## src/rtl/fifo_rr_arbiter_if.sv

```systemverilog
// fifo_rr_arbiter_if
// Handshake bundle between the round-robin scheduler, its input FIFOs
// (pop / empty / read data) and the shared output FIFO (push / data /
// almost-full). The master side is the scheduler, the slave side the FIFOs.

interface fifo_rr_arbiter_if #(
    parameter int DATA_WIDTH = 10,
    parameter int N_REQ      = 4
);

    logic [N_REQ-1:0]            empty_in;
    logic [N_REQ*DATA_WIDTH-1:0] data_in;
    logic [N_REQ-1:0]            pop_out;
    logic                        out_almost_full;
    logic                        push_out;
    logic [DATA_WIDTH-1:0]       data_out;

    modport master (
        input  empty_in,
        input  data_in,
        input  out_almost_full,
        output pop_out,
        output push_out,
        output data_out
    );

    modport slave (
        output empty_in,
        output data_in,
        output out_almost_full,
        input  pop_out,
        input  push_out,
        input  data_out
    );

endinterface

```

## src/rtl/fifo_rr_arbiter.sv

```systemverilog
// fifo_rr_arbiter
// Round-robin scheduler draining N_REQ input FIFOs into one output FIFO.
// A registered one-hot pop selects a lane; RD_LAT cycles later that lane's
// word is on data_in and is registered into data_out together with push_out.
// Lanes popped within the last RD_LAT cycles are masked so that a lane whose
// empty flag has not caught up yet is never popped past its last word.
// New pops stop while the output FIFO is almost full; words already in
// flight are still pushed.
// Optional feature: define FIFO_ARB_STATS_EN to add the grant_cnt port with
// one 8-bit saturating pop counter per lane.

module fifo_rr_arbiter #(
    parameter int DATA_WIDTH = 10,
    parameter int N_REQ      = 4,
    parameter int RD_LAT     = 2
) (
    input  logic                     clk,
    input  logic                     reset,
    input  logic                     init,
    input  logic [2:0]               alto_in,
    input  logic [2:0]               bajo_in,
    output logic [2:0]               alto_cfg,
    output logic [2:0]               bajo_cfg,
    fifo_rr_arbiter_if.master        fifo_bus,
    output logic [2:0]               grant_idx,
    output logic [1:0]               state_out,
    output logic                     idle
`ifdef FIFO_ARB_STATS_EN
    ,
    output logic [N_REQ*8-1:0]       grant_cnt
`endif
);

    localparam int IDX_W = 3;

    typedef enum logic [1:0] {
        ST_INIT   = 2'd0,
        ST_IDLE   = 2'd1,
        ST_ACTIVE = 2'd2,
        ST_STALL  = 2'd3
    } state_t;

    // One-hot decode of a lane index.
    function automatic logic [N_REQ-1:0] lane_onehot(input logic [IDX_W-1:0] idx);
        logic [N_REQ-1:0] vec;
        vec = {N_REQ{1'b0}};
        for (int k = 0; k < N_REQ; k++) begin
            if (idx == IDX_W'(k)) begin
                vec[k] = 1'b1;
            end else begin
                vec[k] = 1'b0;
            end
        end
        return vec;
    endfunction

    state_t                  state_r;
    state_t                  state_s;
    logic                    idle_r;
    logic [IDX_W-1:0]        ptr_r;
    logic [N_REQ-1:0]        pop_r;
    logic [IDX_W-1:0]        grant_idx_r;
    logic [RD_LAT-1:0]       pipe_vld_r;
    logic [IDX_W-1:0]        pipe_idx_r [RD_LAT];
    logic                    push_r;
    logic [DATA_WIDTH-1:0]   data_r;
    logic [2:0]              alto_r;
    logic [2:0]              bajo_r;

    logic [N_REQ-1:0]        recent_s;
    logic [N_REQ-1:0]        eligible_s;
    logic                    any_s;
    logic                    found_s;
    logic [IDX_W-1:0]        sel_s;
    logic                    grant_s;
    logic [DATA_WIDTH-1:0]   lane_data_s;

    // Lanes popped this cycle or in the previous RD_LAT-1 cycles.
    always_comb begin
        recent_s = pop_r;
        for (int i = 0; i < RD_LAT - 1; i++) begin
            for (int k = 0; k < N_REQ; k++) begin
                if (pipe_vld_r[i] && (pipe_idx_r[i] == IDX_W'(k))) begin
                    recent_s[k] = 1'b1;
                end else begin
                    recent_s[k] = recent_s[k];
                end
            end
        end
    end

    assign eligible_s = ~fifo_bus.empty_in & ~recent_s;
    assign any_s      = |eligible_s;

    // Round-robin search: first eligible lane at or after the pointer.
    always_comb begin
        int cand_v;
        found_s = 1'b0;
        sel_s   = {IDX_W{1'b0}};
        cand_v  = 0;
        for (int i = 0; i < N_REQ; i++) begin
            cand_v = int'(ptr_r) + i;
            if (cand_v >= N_REQ) begin
                cand_v = cand_v - N_REQ;
            end else begin
                cand_v = cand_v;
            end
            for (int k = 0; k < N_REQ; k++) begin
                if (!found_s && (cand_v == k) && eligible_s[k]) begin
                    found_s = 1'b1;
                    sel_s   = IDX_W'(k);
                end else begin
                    found_s = found_s;
                end
            end
        end
    end

    // A grant is issued from IDLE or ACTIVE only, never while configuring or stalled.
    always_comb begin
        grant_s = 1'b0;
        if (((state_r == ST_IDLE) || (state_r == ST_ACTIVE)) && !init
            && !fifo_bus.out_almost_full && found_s) begin
            grant_s = 1'b1;
        end else begin
            grant_s = 1'b0;
        end
    end

    // Next-state logic; init overrides every state.
    always_comb begin
        state_s = state_r;
        if (init) begin
            state_s = ST_INIT;
        end else begin
            case (state_r)
                ST_INIT: begin
                    state_s = ST_IDLE;
                end
                ST_IDLE: begin
                    if (any_s && !fifo_bus.out_almost_full) begin
                        state_s = ST_ACTIVE;
                    end else begin
                        state_s = ST_IDLE;
                    end
                end
                ST_ACTIVE: begin
                    if (fifo_bus.out_almost_full) begin
                        state_s = ST_STALL;
                    end else if (!any_s) begin
                        state_s = ST_IDLE;
                    end else begin
                        state_s = ST_ACTIVE;
                    end
                end
                ST_STALL: begin
                    if (fifo_bus.out_almost_full) begin
                        state_s = ST_STALL;
                    end else if (any_s) begin
                        state_s = ST_ACTIVE;
                    end else begin
                        state_s = ST_IDLE;
                    end
                end
                default: begin
                    state_s = ST_INIT;
                end
            endcase
        end
    end

    // Read data of the lane whose pop reaches the end of the read pipeline.
    always_comb begin
        lane_data_s = {DATA_WIDTH{1'b0}};
        for (int k = 0; k < N_REQ; k++) begin
            if (pipe_idx_r[RD_LAT-1] == IDX_W'(k)) begin
                lane_data_s = fifo_bus.data_in[k*DATA_WIDTH +: DATA_WIDTH];
            end else begin
                lane_data_s = lane_data_s;
            end
        end
    end

    // State register and registered idle flag.
    always_ff @(posedge clk or posedge reset) begin
        if (reset) begin
            state_r <= ST_INIT;
            idle_r  <= 1'b0;
        end else begin
            state_r <= state_s;
            idle_r  <= (state_s == ST_IDLE);
        end
    end

    // Pop, grant index and round-robin pointer.
    always_ff @(posedge clk or posedge reset) begin
        if (reset) begin
            pop_r       <= {N_REQ{1'b0}};
            grant_idx_r <= {IDX_W{1'b0}};
            ptr_r       <= {IDX_W{1'b0}};
        end else if (grant_s) begin
            pop_r       <= lane_onehot(sel_s);
            grant_idx_r <= sel_s;
            if (sel_s == IDX_W'(N_REQ - 1)) begin
                ptr_r <= {IDX_W{1'b0}};
            end else begin
                ptr_r <= sel_s + IDX_W'(1);
            end
        end else begin
            pop_r       <= {N_REQ{1'b0}};
            grant_idx_r <= {IDX_W{1'b0}};
            ptr_r       <= ptr_r;
        end
    end

    // In-flight read pipeline: {valid, lane} delayed by RD_LAT cycles.
    always_ff @(posedge clk or posedge reset) begin
        if (reset) begin
            pipe_vld_r <= {RD_LAT{1'b0}};
            for (int i = 0; i < RD_LAT; i++) begin
                pipe_idx_r[i] <= {IDX_W{1'b0}};
            end
        end else begin
            pipe_vld_r[0] <= |pop_r;
            pipe_idx_r[0] <= grant_idx_r;
            for (int i = 1; i < RD_LAT; i++) begin
                pipe_vld_r[i] <= pipe_vld_r[i-1];
                pipe_idx_r[i] <= pipe_idx_r[i-1];
            end
        end
    end

    // Output FIFO push and registered data word.
    always_ff @(posedge clk or posedge reset) begin
        if (reset) begin
            push_r <= 1'b0;
            data_r <= {DATA_WIDTH{1'b0}};
        end else if (pipe_vld_r[RD_LAT-1]) begin
            push_r <= 1'b1;
            data_r <= lane_data_s;
        end else begin
            push_r <= 1'b0;
            data_r <= data_r;
        end
    end

    // Threshold capture while in the configuration state.
    always_ff @(posedge clk or posedge reset) begin
        if (reset) begin
            alto_r <= 3'd0;
            bajo_r <= 3'd0;
        end else if (state_r == ST_INIT) begin
            alto_r <= alto_in;
            bajo_r <= bajo_in;
        end else begin
            alto_r <= alto_r;
            bajo_r <= bajo_r;
        end
    end

`ifdef FIFO_ARB_STATS_EN
    logic [7:0] cnt_r [N_REQ];

    // Per-lane saturating pop counters, cleared on entry to INIT.
    always_ff @(posedge clk or posedge reset) begin
        if (reset) begin
            for (int k = 0; k < N_REQ; k++) begin
                cnt_r[k] <= 8'd0;
            end
        end else begin
            for (int k = 0; k < N_REQ; k++) begin
                if ((state_s == ST_INIT) && (state_r != ST_INIT)) begin
                    cnt_r[k] <= 8'd0;
                end else if (pop_r[k] && (cnt_r[k] != 8'hFF)) begin
                    cnt_r[k] <= cnt_r[k] + 8'd1;
                end else begin
                    cnt_r[k] <= cnt_r[k];
                end
            end
        end
    end

    // Flatten the counters onto the statistics port.
    always_comb begin
        grant_cnt = {(N_REQ*8){1'b0}};
        for (int k = 0; k < N_REQ; k++) begin
            grant_cnt[k*8 +: 8] = cnt_r[k];
        end
    end
`endif

    assign fifo_bus.pop_out  = pop_r;
    assign fifo_bus.push_out = push_r;
    assign fifo_bus.data_out = data_r;
    assign grant_idx         = grant_idx_r;
    assign state_out         = state_r;
    assign idle              = idle_r;
    assign alto_cfg          = alto_r;
    assign bajo_cfg          = bajo_r;

endmodule

```

## src/flat_wrapper.sv

```systemverilog
// flat-port wrapper written by rule: the top's interface ports become plain ports
module fifo_rr_arbiter_flat 
#(
    parameter int DATA_WIDTH = 10,
    parameter int N_REQ      = 4,
    parameter int RD_LAT     = 2
)
  (clk, reset, init, alto_in, bajo_in, alto_cfg, bajo_cfg, grant_idx, state_out, idle, fifo_bus_empty_in, fifo_bus_data_in, fifo_bus_out_almost_full, fifo_bus_pop_out, fifo_bus_push_out, fifo_bus_data_out);
  fifo_rr_arbiter_if #(.DATA_WIDTH(DATA_WIDTH), .N_REQ(N_REQ)) fifo_bus_i ();
  input  logic clk;
  input  logic reset;
  input  logic init;
  input  logic [2:0] alto_in;
  input  logic [2:0] bajo_in;
  output logic [2:0] alto_cfg;
  output logic [2:0] bajo_cfg;
  output logic [2:0] grant_idx;
  output logic [1:0] state_out;
  output logic idle;
  input wire logic [$bits(fifo_bus_i.empty_in)-1:0] fifo_bus_empty_in;
  input wire logic [$bits(fifo_bus_i.data_in)-1:0] fifo_bus_data_in;
  input wire logic [$bits(fifo_bus_i.out_almost_full)-1:0] fifo_bus_out_almost_full;
  output wire logic [$bits(fifo_bus_i.pop_out)-1:0] fifo_bus_pop_out;
  output wire logic [$bits(fifo_bus_i.push_out)-1:0] fifo_bus_push_out;
  output wire logic [$bits(fifo_bus_i.data_out)-1:0] fifo_bus_data_out;
  assign fifo_bus_i.empty_in = fifo_bus_empty_in;
  assign fifo_bus_i.data_in = fifo_bus_data_in;
  assign fifo_bus_i.out_almost_full = fifo_bus_out_almost_full;
  assign fifo_bus_pop_out = fifo_bus_i.pop_out;
  assign fifo_bus_push_out = fifo_bus_i.push_out;
  assign fifo_bus_data_out = fifo_bus_i.data_out;
  fifo_rr_arbiter #(.DATA_WIDTH(DATA_WIDTH), .N_REQ(N_REQ), .RD_LAT(RD_LAT)) u_core (.clk(clk), .reset(reset), .init(init), .alto_in(alto_in), .bajo_in(bajo_in), .alto_cfg(alto_cfg), .bajo_cfg(bajo_cfg), .fifo_bus(fifo_bus_i), .grant_idx(grant_idx), .state_out(state_out), .idle(idle));
endmodule
```

## config.mk

```make
export PLATFORM = sky130hd
export DESIGN_NAME = fifo_rr_arbiter_flat
export DESIGN_NICKNAME = d
export VERILOG_FILES = /design/src/rtl/fifo_rr_arbiter_if.sv /design/src/rtl/fifo_rr_arbiter.sv /design/src/flat_wrapper.sv
export SDC_FILE = /design/constraint.sdc
export NUM_CORES = 1
export LEC_CHECK = 0
export ABC_AREA = 1
export BUFFER_PORTS_ARGS = -buffer_cell sky130_fd_sc_hd__buf_2
export CORE_MARGIN = 5
export CORE_UTILIZATION = 48
export CTS_CLUSTER_SIZE = 12
export DETAILED_ROUTE_END_ITERATION = 10
export PLACE_DENSITY = 0.8
export SETUP_SLACK_MARGIN = 0.1
export SLEW_MARGIN = 20
export SYNTH_ARGS = -nofsm -noshare
export SYNTH_HDL_FRONTEND = slang
export SYNTH_SLANG_ARGS = --single-unit
```

## constraint.sdc

```tcl
create_clock -name clk -period 2.4 [get_ports clk]
set_input_delay 0.36 -clock clk [delete_from_list [all_inputs] [get_ports clk]]
set_output_delay 0.36 -clock clk [all_outputs]
set_load 0.005 [all_outputs]
```

### Yosys cells after proc, flatten, opt, wreduce, memory -nomap -nowiden

Cells that the tools add are included.

* add/subtract/negate cells: 8
* $lt $le $gt $ge: 4
* eq/ne operators: 25
* multiplexer cells: 57
* bitwise logic cells: 3
* reduce and logical (&&, ||, !) cells: 68

Operators by type and width (count)
* == test 32 x 3 -> 1 bit (second input constant): 8
* == test 32 x 2 -> 1 bit (second input constant): 4
* zero test 32 bit: 4
* 2-to-1 mux 32 bit: 4
* greater-or-equal comparator 32 x 4 -> 1 bit (second input constant): 3
* subtractor 32 x 4 -> 32 bit (second input constant): 3
* 2-to-1 mux 10 bit: 4
* logical AND 1 bit: 39
* 2-to-1 mux 2 bit: 19
* 2-to-1 mux 1 bit: 27
* zero test 1 bit: 17
* == test 2 bit (second input constant): 8
* == test 2 x 1 -> 1 bit (second input constant): 5
* zero test 3 bit: 3
* adder 3 x 2 -> 4 bit (second input constant): 2
* inverter 4 bit: 2
* OR reduction 4 bit: 2
* case mux 2 bit (3 select lines): 1
* adder 3 x 1 -> 4 bit (second input constant): 1
* bitwise AND 4 bit: 1
* 2-to-1 mux 4 bit: 1
* subtractor 3 x 3 -> 4 bit (second input constant): 1
* adder 2 x 1 -> 3 bit (second input constant): 1
* greater-or-equal comparator 3 bit (second input constant): 1
* 4 further kinds: 4

* register bits: 35
* bits of input ports: 54
* output and inout bits: 27
* word-level logic and storage cells: 177

### Depth between registers and ports, before layout

Gate-level depths: netlist (run 1).

* word-level depth: 70
* mapped depth: 17
* depth with buffers taken out: 17

### Worst setup path after synthesis (run 1)

OpenSTA, ideal clock, no wires.

* path type: reg2reg
* from: register u_core.pipe_idx_r[3] (netlist bit)
* to: register u_core.ptr_r[1]
* setup time: 126 ps
* data arrival time: 1840 ps
* data required time: 2274 ps
* setup slack: 434 ps
* stages on the path, launching flop included: 17
* path buffers: 0
* period minus slack after synthesis: 1966 ps
* path through: dfrtp_1 -> inv_1 -> nand3_1 -> nand2_1 -> inv_1 -> nand2_1 -> nand4_2 -> nor2_2 -> nand4_2 -> nor2_2 -> nor2_1 -> nand2_1 -> inv_2 -> nand2_1 -> ha_1 -> nand2_1 -> o21ai_0

* cells in the longest elaborated chain, start to end: 69
* elaborated cells between the ends (all ways): 96
* those cells by class: 1 x add/sub; 4 x eq/ne; 37 x mux; 2 x bitwise; 52 x reduce/logical

RTL lines
* start: declaration: RTL line fifo_rr_arbiter.sv:64 `logic [IDX_W-1:0] pipe_idx_r [RD_LAT];`
* start signal: indexed assignment: RTL line fifo_rr_arbiter.sv:221 `pipe_idx_r[i] <= {IDX_W{1'b0}};`
* start signal: indexed assignment: RTL line fifo_rr_arbiter.sv:228 `pipe_idx_r[i] <= pipe_idx_r[i-1];`
* zero test 3 bit: RTL line fifo_rr_arbiter.sv:83 `if (pipe_vld_r[i] && (pipe_idx_r[i] == IDX_W'(k))) begin`
* logical AND 1 bit: RTL line fifo_rr_arbiter.sv:83
* 2-to-1 mux 1 bit: RTL line fifo_rr_arbiter.sv:83
* inverter 4 bit (*): RTL line fifo_rr_arbiter.sv:92 `assign eligible_s = ~fifo_bus.empty_in & ~recent_s;`
* bitwise AND 4 bit (*): RTL line fifo_rr_arbiter.sv:92
* logical AND 1 bit: RTL line fifo_rr_arbiter.sv:109 `if (!found_s && (cand_v == k) && eligible_s[k]) begin`
* 2-to-1 mux 1 bit: RTL line fifo_rr_arbiter.sv:109
* zero test 1 bit: RTL line fifo_rr_arbiter.sv:109
* [51 not listed]
* zero test 1 bit: RTL line fifo_rr_arbiter.sv:109
* logical AND 1 bit (2 in series): RTL line fifo_rr_arbiter.sv:109
* 2-to-1 mux 1 bit: RTL line fifo_rr_arbiter.sv:109
* zero test 1 bit: RTL line fifo_rr_arbiter.sv:109
* logical AND 1 bit (2 in series): RTL line fifo_rr_arbiter.sv:109
* 2-to-1 mux 2 bit / 2-to-1 mux 1 bit (equally long branches): RTL line fifo_rr_arbiter.sv:109
* adder 2 x 1 -> 3 bit (tied with other cells): RTL line fifo_rr_arbiter.sv:207 `ptr_r <= sel_s + IDX_W'(1);`
* 2-to-1 mux 3 bit / 2-to-1 mux 1 bit (equally long branches): RTL line fifo_rr_arbiter.sv:204, fifo_rr_arbiter.sv:122
* end signal: assignment: RTL line fifo_rr_arbiter.sv:205 `ptr_r <= {IDX_W{1'b0}};`
* end signal: assignment: RTL line fifo_rr_arbiter.sv:207
* end signal: assignment: RTL line fifo_rr_arbiter.sv:212 `ptr_r <= ptr_r;`
* end: declaration: RTL line fifo_rr_arbiter.sv:60 `logic [IDX_W-1:0] ptr_r;`

Mark *: on every way between the ends. The rest lies on a longest branch, timed or not.
A chain may end at the register's enable or synchronous reset.

### Worst setup path after layout (run 1)

* from: register u_core.pipe_idx_r[4] (netlist bit)
* to: register u_core.pop_r[0], in the netlist u_core.fifo_bus.pop_out[0]

* cells in the longest elaborated chain, start to end: 70
* elaborated cells between the ends (all ways): 96
* those cells by class: 3 x eq/ne; 38 x mux; 2 x bitwise; 53 x reduce/logical

RTL lines
* zero test 3 bit: RTL line fifo_rr_arbiter.sv:83
* logical AND 1 bit: RTL line fifo_rr_arbiter.sv:83
* 2-to-1 mux 1 bit: RTL line fifo_rr_arbiter.sv:83
* inverter 4 bit (*): RTL line fifo_rr_arbiter.sv:92
* bitwise AND 4 bit (*): RTL line fifo_rr_arbiter.sv:92
* logical AND 1 bit: RTL line fifo_rr_arbiter.sv:109
* 2-to-1 mux 1 bit: RTL line fifo_rr_arbiter.sv:109
* zero test 1 bit: RTL line fifo_rr_arbiter.sv:109
* [52 not listed]
* logical AND 1 bit (2 in series): RTL line fifo_rr_arbiter.sv:109
* 2-to-1 mux 1 bit: RTL line fifo_rr_arbiter.sv:109
* zero test 1 bit: RTL line fifo_rr_arbiter.sv:109
* logical AND 1 bit (2 in series): RTL line fifo_rr_arbiter.sv:109
* 2-to-1 mux 2 bit / 2-to-1 mux 1 bit (equally long branches): RTL line fifo_rr_arbiter.sv:109
* zero test 3 bit / logical AND 1 bit (equally long branches): RTL line fifo_rr_arbiter.sv:48, fifo_rr_arbiter.sv:123
* 2-to-1 mux 1 bit, on equally long branches: RTL line fifo_rr_arbiter.sv:48, fifo_rr_arbiter.sv:122
* 2-to-1 mux 4 bit (*): RTL line fifo_rr_arbiter.sv:201 `end else if (grant_s) begin`
* end signal: assignment: RTL line fifo_rr_arbiter.sv:198 `pop_r <= {N_REQ{1'b0}};`
* end signal: assignment: RTL line fifo_rr_arbiter.sv:202 `pop_r <= lane_onehot(sel_s);`
* end signal: assignment: RTL line fifo_rr_arbiter.sv:210 `pop_r <= {N_REQ{1'b0}};`
* end: declaration: RTL line fifo_rr_arbiter.sv:61 `logic [N_REQ-1:0] pop_r;`

Marked as above.

==> results.md, run 1 <==
| Quantity | Value |
|:---|:---|
| Status | completed |
| Final setup slack of the worst path | 0.169 ns |
| Clock slew seen by the registers of the worst setup and hold paths | 0.07 ns |
| Wire length of the first global-routing pass | 7.61 mm |
| Gate count of the mapped netlist | 238 |
| Total number of vias | 1944 |
| Final critical-path required period | 2.23 ns |
| Share of synthesized area occupied by flip-flops and latches | 0.439 |
| Static Leak | 1.37 nW |
| Num ports | 81 |
| Area delta synth->final | 34.0% |
| Critical path data required time | 2.57 ns |
| Routed vias/inst | 5.14 |
| TritonCTS Sinks | 34 |
| Total power after layout | 0.00251 W |
| Number of synthesized flops with an enable pin | 0 |
| Total Neg Setup Slack | 0 ns |
| Hold_buf cts | 0 |
| Slew of the pin with the lowest slew margin | 0.687 ns |
| Slew Limit Fails | 0 |
| Initial DRT Pass Iterations | 4 |
| Max-cap violation count | 0 |
| Mean post-synth cell area | 8.14 um2 |
| Via count of the first global-routing pass | 1768 |
| Crit-path cells | inv_2 > nand3_2 > nand3_2 > nand4_1 > nor2_2 > nand4_1 > nor2_2 > nand4_1 > nor2_2 > o211ai_1 > nand2_1 > inv_1 > ha_1 > inv_1 > nor2_1 |
| Unique masters post-synth | 27 |
| Part of the cycle the worst path needs | 0.930 |
| Syn_nets | 301 |
| Placed wire-length estimate | 3.82 mm |
| Setup slack after placement | 0.173 ns |
| Worst hold-check slack | 0.156 ns |
| All-layer global routing usage | 0.182 |
| Total power density per cell area | 968 mW/mm2 |
| Global-route congestion overflow total | 0 |
| Fraction of layout instances using a drive strength above 1 | 0.427 |
| Most numerous cell types in the synthesized netlist | sky130_fd_sc_hd__nor2_1, sky130_fd_sc_hd__inv_1, sky130_fd_sc_hd__dfrtp_1, sky130_fd_sc_hd__nand2_1, sky130_fd_sc_hd__nand3_1 |
| Initial DRC Count | 57 |
| Startpoint type of the worst setup path | register |
| CTS tree | yes |
| Area of the die | 0.00541 mm2 |
| Cell Rows | 23 |
| Cell at the slowest stage of the critical path | sky130_fd_sc_hd__dfrtp_2 |
| Synthesis-stage register bit count | 34 |
| RSZ-0062 raised after global routing | yes |
| Number of remaining DRC errors | 0 |
| Primary flip-flop cell chosen by synthesis mapping | sky130_fd_sc_hd__dfrtp_1 |
| Initial antenna violation count | 0 |
| Yosys top cell by area | sky130_fd_sc_hd__dfrtp_1 |
| Buffers from clock root to sink, at most | 2 |
| Worst-case clock skew | 0.00457 ns |
| Final setup violation count | 0 |
| Area of the multi-input gates | 973 um2 |
| Highest Clock Rate | 448 MHz |
| Chip Height | 73.5 um |
| Kind of critical path | reg -> reg |
| Largest stage delay on the critical path | 0.45 ns |
| Synth top area cells | sky130_fd_sc_hd__dfrtp_1, sky130_fd_sc_hd__nor2_1, sky130_fd_sc_hd__inv_1 |
| Share of the synthesized area in the top cell type | 0.439 |
| Total number of yosys warnings | 0 |
| Deepest level of the CTS H-tree | 2 |
| Post-synthesis instance area | 0.00194 mm2 |
| Core area | 0.00394 mm2 |
| Port bufs | 79 |
| Crit Path Max Fanout | 4 |
| Launch point of the worst path | u_core.pipe_idx_r[4] |
| Routability-driven placement congestion ratio | 0.867 |
| Clock Latency Late Sink | 0.28 ns |
| Antenna cell count | 0 |
| Detailed-route wire length | 5.15 mm |
| Fin. Hold Viols | 0 |
| Number of buffer and inverter instances along the worst setup path | 3 |
| Maximum number of pins on one net before global-route repair | 35 |
| Slew headroom | 0.540 |
| Startpoint of the lowest-slack register-to-register path | u_core.pipe_idx_r[4] |
| Remaining antenna violation count | 0 |
| Total CTS buffers | 5 |
| Placed cell areas | 0.00239 mm2 |
| Endpoint type of the worst setup path | register |
| Finished Cell Area | 0.00260 mm2 |
| Hold Path Class | in -> async |
| Share of flip-flops with an asynchronous set or reset | 1.00 |
| Worst-case register-to-register setup slack | 0.17 ns |
| CP delay by family, top | simple AND/OR/NAND/NOR gates |
| Root Buffer | sky130_fd_sc_hd__clkbuf_8 |
| Crit path arrival time | 2.40 ns |
| Starting density of the core | 0.491 |
| Maximum VDD drop | 560 uV |
| Count of nets after finishing | 390 |
| Library cell with the highest instance count after synthesis | sky130_fd_sc_hd__nor2_1 |
| Routed wirelength normalized by instance count | 13.6 um |
| Floorplan die width | 73.5 um |
| Number of inserted filler cells in the final layout | 337 |
| Sequential cell area | 856 um2 |
[layer usage]
| metal | up-vias | part of all wire | wire length, um | track usage |
|---|---|---|---|---|
| met5 | - | 0 | 0 | 0 |
| met4 | 0 | 0.0099 | 51 | 0.0503 |
| met3 | 8 | 0.095 | 487 | 0.0534 |
| met2 | 83 | 0.49 | 2530 | 0.319 |
| met1 | 896 | 0.40 | 2080 | 0.215 |
| li1 | 957 | - | - | - |
[layout by cell type (no fill, tap or decap), types with 3 or more instances in the layout]
cell                        n
sky130_fd_sc_hd__ha_1       9
sky130_fd_sc_hd__a221oi_1   8
sky130_fd_sc_hd__nor2_2    14
sky130_fd_sc_hd__nand4_2    3
sky130_fd_sc_hd__mux2_2     6
sky130_fd_sc_hd__nand3_2    8
sky130_fd_sc_hd__nand3_1    8
sky130_fd_sc_hd__nand2_2    6
sky130_fd_sc_hd__nand4_1    5
sky130_fd_sc_hd__buf_2     79
sky130_fd_sc_hd__nand2_1   28
sky130_fd_sc_hd__inv_1     40
sky130_fd_sc_hd__o21ai_1    3
sky130_fd_sc_hd__dfrtp_2    4
sky130_fd_sc_hd__clkbuf_8   6
sky130_fd_sc_hd__inv_2      3
sky130_fd_sc_hd__buf_4      7
sky130_fd_sc_hd__nor2_1    34
sky130_fd_sc_hd__dfrtp_1   30
sky130_fd_sc_hd__o211ai_1   3
sky130_fd_sc_hd__o21ai_0    4
sky130_fd_sc_hd__a31oi_1    8
[state kept, by name, summed over array words and instances, names as in the netlist]
| register | cells |
|---|---|
| u_core.fifo_bus.data_out | 10 |
| u_core.pipe_vld_r | 2 |
| u_core.fifo_bus.pop_out | 4 |
| u_core.grant_idx | 2 |
| u_core.fifo_bus.push_out | 1 |
| u_core.alto_cfg | 3 |
| u_core.pipe_idx_r | 4 |
| u_core.state_out | 2 |
| u_core.idle | 1 |
| u_core.ptr_r | 2 |
| u_core.bajo_cfg | 3 |
[power by group]
part / leakage [nW] / internal (W) / switching, W / total (W)
Clock: 0.0472 / 0.000230 / 0.000199 / 0.000430
Sequential: 0.416 / 0.000729 / 0.000145 / 0.000874
Combinational: 0.911 / 0.000523 / 0.000687 / 0.00121
[cells by family after synthesis]
| logic type | Yosys count | synth area share |
|---|---|---|
| compound gates | 32 | 0.113 |
| fa+ha+maj | 9 | 0.0581 |
| buf+inv | 47 | 0.0930 |
| flops | 34 | 0.439 |
| mux | 6 | 0.0349 |
| other cells | 1 | 0.00194 |
| simple gates | 109 | 0.260 |
[through the flow]
step | cells | util
after floorplan | 238 | -
after global placement | 365 | 0.606
after detailed placement | 365 | 0.606
after CTS | 373 | 0.631
after global routing | 378 | 0.659
final | 378 | 0.659
[worst min-delay path: cells and delay by family]
family   cells  cell delay [ns]
buf+inv      3             0.50
[area by class of cell]
type	count	area share
Tap cell	50	0.0241
Inverter	43	0.0622
Sequential cell	34	0.330
Timing Repair Buffer	86	0.173
Clock inverter	2	0.00482
Multi-Input combinational cell	157	0.375
Clock buffer	6	0.0318
[repair_timing]
| action | 4_1_cts | 5_1_grt |
|---|---|---|
| resized for setup | 0 | 28 |
| endpoints found under the setup margin | 0 | 5 |
| setup buffers | 0 | 5 |
[worst paths after layout]
kind / endpoint / depth (start not counted)
worst max-delay path: u_core.fifo_bus.pop_out[0] / 15
worst min-delay path: u_core.alto_cfg[1] / 3
worst max register to register: u_core.fifo_bus.pop_out[0] / 15
worst min register to register: u_core.pipe_idx_r[3] / 0
max in group asynchronous: u_core.pipe_idx_r[4] / 3
min in group clk: u_core.state_out[0] / 2
(Power assumes the default switching activity.)
==> run 2, diff against run 1 <==
--- a/config.mk
+++ b/config.mk
@@ -6,7 +6,7 @@
 export NUM_CORES = 1
 export LEC_CHECK = 0
 export ABC_AREA = 1
-export BUFFER_PORTS_ARGS = -buffer_cell sky130_fd_sc_hd__buf_2
+export BUFFER_PORTS_ARGS = -buffer_cell sky130_fd_sc_hd__buf_4
 export CORE_MARGIN = 5
 export CORE_UTILIZATION = 48
 export CTS_CLUSTER_SIZE = 12
==> results.md, run 2 (same netlist as run 1, synthesis figures left out) <==
| Quantity | Value | Delta |
|:---|:---|:---|
| Fin. Hold Viols | 0 | unchanged |
| Initial DRC Count | 143 | +150% |
| Crit Path Max Fanout | 4 | unchanged |
| Clock slew seen by the registers of the worst setup and hold paths | 0.06 ns | about the same |
| RSZ-0062 raised after global routing | yes |  |
| Remaining antenna violation count | 0 | unchanged |
| Final non-filler cell total | 382 | +1.1% |
| Part of the cycle the worst path needs | 0.972 | +0.0421 |
| Buffers from clock root to sink, at most | 2 | unchanged |
| Slew headroom | 0.553 | +0.0125 |
| Total power density per cell area | 951 mW/mm2 | -1.7% |
| Kind of critical path | reg -> reg |  |
| Floorplan die width | 73.5 um | unchanged |
| Clock Latency Late Sink | 0.29 ns | about the same |
| Highest Clock Rate | 429 MHz | -4.3% |
| Fraction of layout instances using a drive strength above 1 | 0.434 | +0.00691 |
| Worst hold-check slack | 0.255 ns | +0.0993 ns |
| All-layer global routing usage | 0.197 | +0.0151 |
| Routed wirelength normalized by instance count | 14.6 um | +7.5% |
| Starting density of the core | 0.491 | unchanged |
| Total number of vias | 1988 | +2.3% |
| Final critical-path required period | 2.33 ns | +0.101 ns |
| Detailed-route wire length | 5.59 mm | +8.6% |
| Wire length of the first global-routing pass | 8.29 mm | +8.9% |
| Port bufs | 79 | unchanged |
| Number of remaining DRC errors | 0 | unchanged |
| Worst-case clock skew | 0.00411 ns | -0.000455 ns |
| Routability-driven placement congestion ratio | 0.837 | -3.5% |
| Status | completed |  |
| Initial DRT Pass Iterations | 4 | unchanged |
| Count of nets after finishing | 395 | +1.3% |
| CTS tree | yes |  |
| Initial antenna violation count | 0 | unchanged |
| Area delta synth->final | 48.7% |  |
| Max-cap violation count | 0 | unchanged |
| Max FFs per register | 10 | unchanged |
| Highest-count cells in the layout ignoring fill and taps | sky130_fd_sc_hd__buf_4, sky130_fd_sc_hd__inv_1, sky130_fd_sc_hd__nor2_1 |  |
| Hold Path Class | in -> reg |  |
| Routed vias/inst | 5.20 | +1.2% |
| Setup slack after placement | 0.166 ns | -0.00707 ns |
| Num ports | 81 | unchanged |
| Placed Cells incl. Taps | 364 | -0.27% |
| Slew of the pin with the lowest slew margin | 0.669 ns | -0.0186 ns |
| Total Neg Setup Slack | 0 ns | unchanged |
| Critical path data required time | 2.57 ns | about the same |
| Global-route congestion overflow total | 0 | unchanged |
| Total CTS buffers | 5 | unchanged |
| Total power after layout | 0.00274 W | +9.0% |
| Leading cell type in the layout, fill and taps excluded | sky130_fd_sc_hd__buf_4 |  |
| Antenna cell count | 0 | unchanged |
| Cell Rows | 23 | unchanged |
| Startpoint type of the worst setup path | register |  |
| TritonCTS Sinks | 34 | unchanged |
| Deepest level of the CTS H-tree | 2 | unchanged |
| Via count of the first global-routing pass | 1895 | +7.2% |
| Placed wire-length estimate | 4.00 mm | +4.7% |
| Crit path arrival time | 2.50 ns | +0.10 ns |
| Maximum number of pins on one net before global-route repair | 33 | -5.7% |
| Core area | 0.00394 mm2 | unchanged |
| Final setup slack of the worst path | 0.0676 ns | -0.101 ns |
| Static Leak | 1.47 nW | +7.3% |
| Final setup violation count | 0 | unchanged |
| Root Buffer | sky130_fd_sc_hd__clkbuf_8 |  |
| Area of the die | 0.00541 mm2 | unchanged |
| Chip Height | 73.5 um | unchanged |
| Slew Limit Fails | 0 | unchanged |
| Maximum VDD drop | 590 uV | +5.4% |
| Endpoint type of the worst setup path | register |  |
==> run 2: area by class of cell <==
| type | count | area [um2] |
|---|---|---|
| repair buffers | 91 | 689 |
| clock inverters | 1 | 30.0 |
| well taps | 50 | 62.6 |
| inverters | 43 | 161 |
| clock buffers | 6 | 82.6 |
| fillers | 286 | 1060 |
| multi-input cells | 157 | 998 |
| flip-flops and latches | 34 | 856 |
==> run 2: layer usage <==
layer,vias up,track usage,wire (um)
met2,92,0.325,2710
met5,-,0,0
met4,0,0.0805,119
li1,970,-,-
met3,12,0.0643,633
met1,914,0.236,2130
==> run 2: path summary, 6_finish.rpt <==
check                                           from                    to  slack (ns)  depth (start not counted)
worst max-delay path            u_core.pipe_idx_r[3]       u_core.ptr_r[1]        0.07                         14
worst min-delay path                            init   u_core.state_out[0]        0.26                          2
worst max register to register  u_core.pipe_idx_r[3]       u_core.ptr_r[1]        0.07                         14
worst min register to register   u_core.grant_idx[0]  u_core.pipe_idx_r[3]        0.43                          0
max in group asynchronous                      reset       u_core.ptr_r[1]        1.28                          4
min in group asynchronous                      reset    u_core.alto_cfg[1]        0.51                          3
==> run 2: power breakdown <==
group          internal (W)  switching [W]  total (W)  leakage [nW]
Clock              0.000332       0.000199   0.000531        0.0573
Combinational      0.000607       0.000705    0.00131          1.00
Sequential         0.000731       0.000167   0.000898         0.416
Total               0.00167        0.00107    0.00274          1.47
==> run 2: metrics by stage <==
stage | area [um2] | util
finish | 2880 | 0.731
global route | 2880 | 0.731
CTS | 2700 | 0.686
detailed placement | 2580 | 0.655
global placement | 2580 | 0.655
floorplan | 1940 | -
==> run 2: critical path: stages (launching register included) <==
cell	delay, ns
sky130_fd_sc_hd__dfrtp_1	0.42
sky130_fd_sc_hd__buf_4	0.15
sky130_fd_sc_hd__nand3_2	0.10
sky130_fd_sc_hd__nand3_2	0.10
sky130_fd_sc_hd__nand4_1	0.11
sky130_fd_sc_hd__nor2_2	0.17
sky130_fd_sc_hd__nand4_1	0.10
sky130_fd_sc_hd__nor2_1	0.15
sky130_fd_sc_hd__nand4_1	0.11
sky130_fd_sc_hd__nor2_2	0.15
sky130_fd_sc_hd__o211ai_1	0.13
sky130_fd_sc_hd__nand2_1	0.14
sky130_fd_sc_hd__ha_1	0.24
sky130_fd_sc_hd__nand2_1	0.06
sky130_fd_sc_hd__o21ai_0	0.07
==> run 2: repair_timing <==
item	CTS	global route
resized for setup	0	33
setup buffers	0	10
hold buffers	1	0
setup endpoints to repair	0	5
endpoints found under the hold margin	2	0
==> run 3, diff against run 2 <==
==> constraint.sdc (replaced) <==
create_clock -name clk -period 2.5 [get_ports clk]
set_input_delay 0.375 -clock clk [delete_from_list [all_inputs] [get_ports clk]]
set_output_delay 0.375 -clock clk [all_outputs]
set_load 0.005 [all_outputs]
==> results.md, run 3 (same netlist as run 1, synthesis figures left out) <==
| Quantity | Value | Delta |
|:---|:---|:---|
| Status | completed |  |
| Chip Height | 73.5 um | unchanged |
| Final non-filler cell total | 372 | -2.6% |
| Met1 routed wirelength after detailed routing | 2.11 mm | -0.84% |
| Total CTS buffers | 5 | unchanged |
| Area delta synth->final | 40.5% |  |
| RSZ-0062 raised after global routing | no |  |
| Hold_buf cts | 0 | -1 |
| Highest-count cells in the layout ignoring fill and taps | sky130_fd_sc_hd__buf_4, sky130_fd_sc_hd__inv_1, sky130_fd_sc_hd__nor2_1 |  |
| Leading cell type in the layout, fill and taps excluded | sky130_fd_sc_hd__buf_4 |  |
| Wire length of the first global-routing pass | 8.34 mm | +0.59% |
| Clock slew seen by the registers of the worst setup and hold paths | 0.07 ns | about the same |
| Remaining antenna violation count | 0 | unchanged |
| Floorplan die width | 73.5 um | unchanged |
| Total number of vias | 1882 | -5.3% |
| Antenna cell count | 0 | unchanged |
| Core area | 0.00394 mm2 | unchanged |
| Port bufs | 79 | unchanged |
| Fin. Hold Viols | 0 | unchanged |
| Crit-path cells | inv_1 > nand3_1 > nand3_2 > nand4_1 > nor2_2 > nand4_1 > nor2_2 > nand4_1 > nor2_2 > o211ai_1 > nand2_1 > inv_1 > ha_1 > inv_1 > nor2_1 |  |
| Switching fraction of total power | 0.389 | -0.00191 |
| Clock Latency Late Sink | 0.28 ns | about the same |
| Max-cap violation count | 0 | unchanged |
| Buffers from clock root to sink, at most | 2 | unchanged |
| Hold Path Class | in -> async |  |
| Crit Path Max Fanout | 4 | unchanged |
| Proportion of power drawn by combinational gates | 0.461 | -0.018 |
| WL met2 | 2.51 mm | -7.4% |
| Final setup slack of the worst path | 0.280 ns | +0.212 ns |
| Postcts setup bufs | 0 | unchanged |
| Placed wire-length estimate | 4.07 mm | +1.8% |
| All-layer global routing usage | 0.196 | -0.000629 |
| Crit path arrival time | 2.38 ns | -0.12 ns |
| Routability-driven placement congestion ratio | 0.876 | +4.8% |
| Initial DRT Pass Iterations | 4 | unchanged |
| Initial antenna violation count | 0 | unchanged |
| Cell at the slowest stage of the critical path | sky130_fd_sc_hd__dfrtp_1 |  |
| Internal Power | 0.00150 W | -10% |
| Worst-case clock skew | 0.00570 ns | +0.00158 ns |
| Uppermost layer routed | met4 |  |
| Area of the die | 0.00541 mm2 | unchanged |
| Final setup violation count | 0 | unchanged |
| Total power density per cell area | 902 mW/mm2 | -5.2% |
| Power dissipated by switching net loads | 0.000954 W | -11% |
| Static Leak | 1.42 nW | -3.9% |
| Part of the power in the clock network | 0.197 | +0.003 |
| Placed Cells incl. Taps | 364 | unchanged |
| Total Neg Setup Slack | 0 ns | unchanged |
| Number of remaining DRC errors | 0 | unchanged |
| Highest Clock Rate | 450 MHz | +5.0% |
| TritonCTS Sinks | 34 | unchanged |
| Root Buffer | sky130_fd_sc_hd__clkbuf_8 |  |
| Slew Limit Fails | 0 | unchanged |
| Final critical-path required period | 2.22 ns | -0.112 ns |
| Logic depth of the worst path, buffers included | 15 | +1 |
| Maximum number of pins on one net before global-route repair | 35 | +6.1% |
| Number of buffer and inverter instances along the worst setup path | 3 | +2 |
| Reg2reg path depth | 15 | +1 |
| Deepest level of the CTS H-tree | 2 | unchanged |
| Initial DRC Count | 95 | -34% |
| Endpoint type of the worst setup path | register |  |
| Largest stage delay on the critical path | 0.41 ns | about the same |
| Via count of the first global-routing pass | 1861 | -1.8% |
| Routed vias/inst | 5.06 | -2.8% |
| Num ports | 81 | unchanged |
| Cell Rows | 23 | unchanged |
| Routed wirelength normalized by instance count | 14.0 um | -4.3% |
| Starting density of the core | 0.491 | unchanged |
| Critical path data required time | 2.66 ns | +0.09 ns |
| Max FFs per register | 10 | unchanged |
| Part of the cycle the worst path needs | 0.888 | -0.0837 |
| Detailed-route wire length | 5.22 mm | -6.8% |
| CTS tree | yes |  |
| Maximum VDD drop | 577 uV | -2.1% |
| CP delay by family, top | simple AND/OR/NAND/NOR gates |  |
| Count of nets after finishing | 384 | -2.8% |
| Kind of critical path | reg -> reg |  |
| Slew of the pin with the lowest slew margin | 0.678 ns | +0.00920 ns |
| Sequential fraction of design power | 0.342 | +0.014 |
| Setup slack after placement | 0.272 ns | +0.106 ns |
| Global-route congestion overflow total | 0 | unchanged |
| Slew headroom | 0.546 | -0.00616 |
| Met3 wire len | 546 um | -14% |
| Startpoint type of the worst setup path | register |  |
| Fraction of layout instances using a drive strength above 1 | 0.363 | -0.0704 |
run 3: cell types whose count changed in the layout (fill, tap and decap cells not counted), sizes merged:
cell	previous run	this run
clkbuf	6	7
buf	90	80
dlygate4sd3	1	0
run 3: path summary, 6_finish.rpt:
| kind | end | startpoint | slack (ns) |
|---|---|---|---|
| max | u_core.fifo_bus.pop_out[1] | u_core.pipe_idx_r[3] | 0.28 |
| min in group clk | u_core.state_out[0] | init | 0.29 |
| max reg2reg | u_core.fifo_bus.pop_out[1] | u_core.pipe_idx_r[3] | 0.28 |
| max in group asynchronous | u_core.ptr_r[0] | reset | 1.98 |
| min reg2reg | u_core.pipe_idx_r[0] | u_core.pipe_idx_r[3] | 0.44 |
| min | u_core.bajo_cfg[1] | reset | 0.18 |
run 3: tightest hold or removal path, delay by kind of cell:
kind	cells	cell delay (ns)
buf+inv	3	0.52
run 3: timing repair:
action,CTS,global route
hold endpoints to repair,0,0
endpoints found under the setup margin,0,4
resized for setup,0,12
run 3: final cells by class:
type / count / area [um2]
clock buffers: 7 / 76.3
clock inverters: 1 / 30.0
fillers: 337 / 1220
inverters: 43 / 161
multi-input cells: 157 / 938
flip-flops and latches: 34 / 852
well taps: 50 / 62.6
repair buffers: 80 / 601
run 3: through the flow:
stage	hold WS, ns	cell area [um2]	total power [W]	util
after CTS	0.197	2690	0.00243	0.682
final	0.184	2720	0.00245	0.690
after detailed placement	0.428	2580	0.00194	0.655
after global routing	0.217	2720	0.00268	0.690
after floorplan	0.370	1940	0.00153	-
after global placement	0.420	2580	0.00190	0.655
run 3: per-layer routing:
layer / global-route usage / vias to the layer above
met5: 0 / -
met4: 0.0563 / 0
met3: 0.0575 / 8
met2: 0.342 / 76
met1: 0.234 / 854
li1: - / 944
run 3: power by group through the flow:
stage          clock network (W)  registers [W]  logic [W]
2_1_floorplan                  0       0.000803   0.000726
3_3_place_gp                   0       0.000832    0.00107
3_5_place_dp                   0       0.000840    0.00110
4_1_cts                 0.000493       0.000830    0.00111
5_1_grt                 0.000522       0.000868    0.00129
6_report                0.000483       0.000840    0.00113
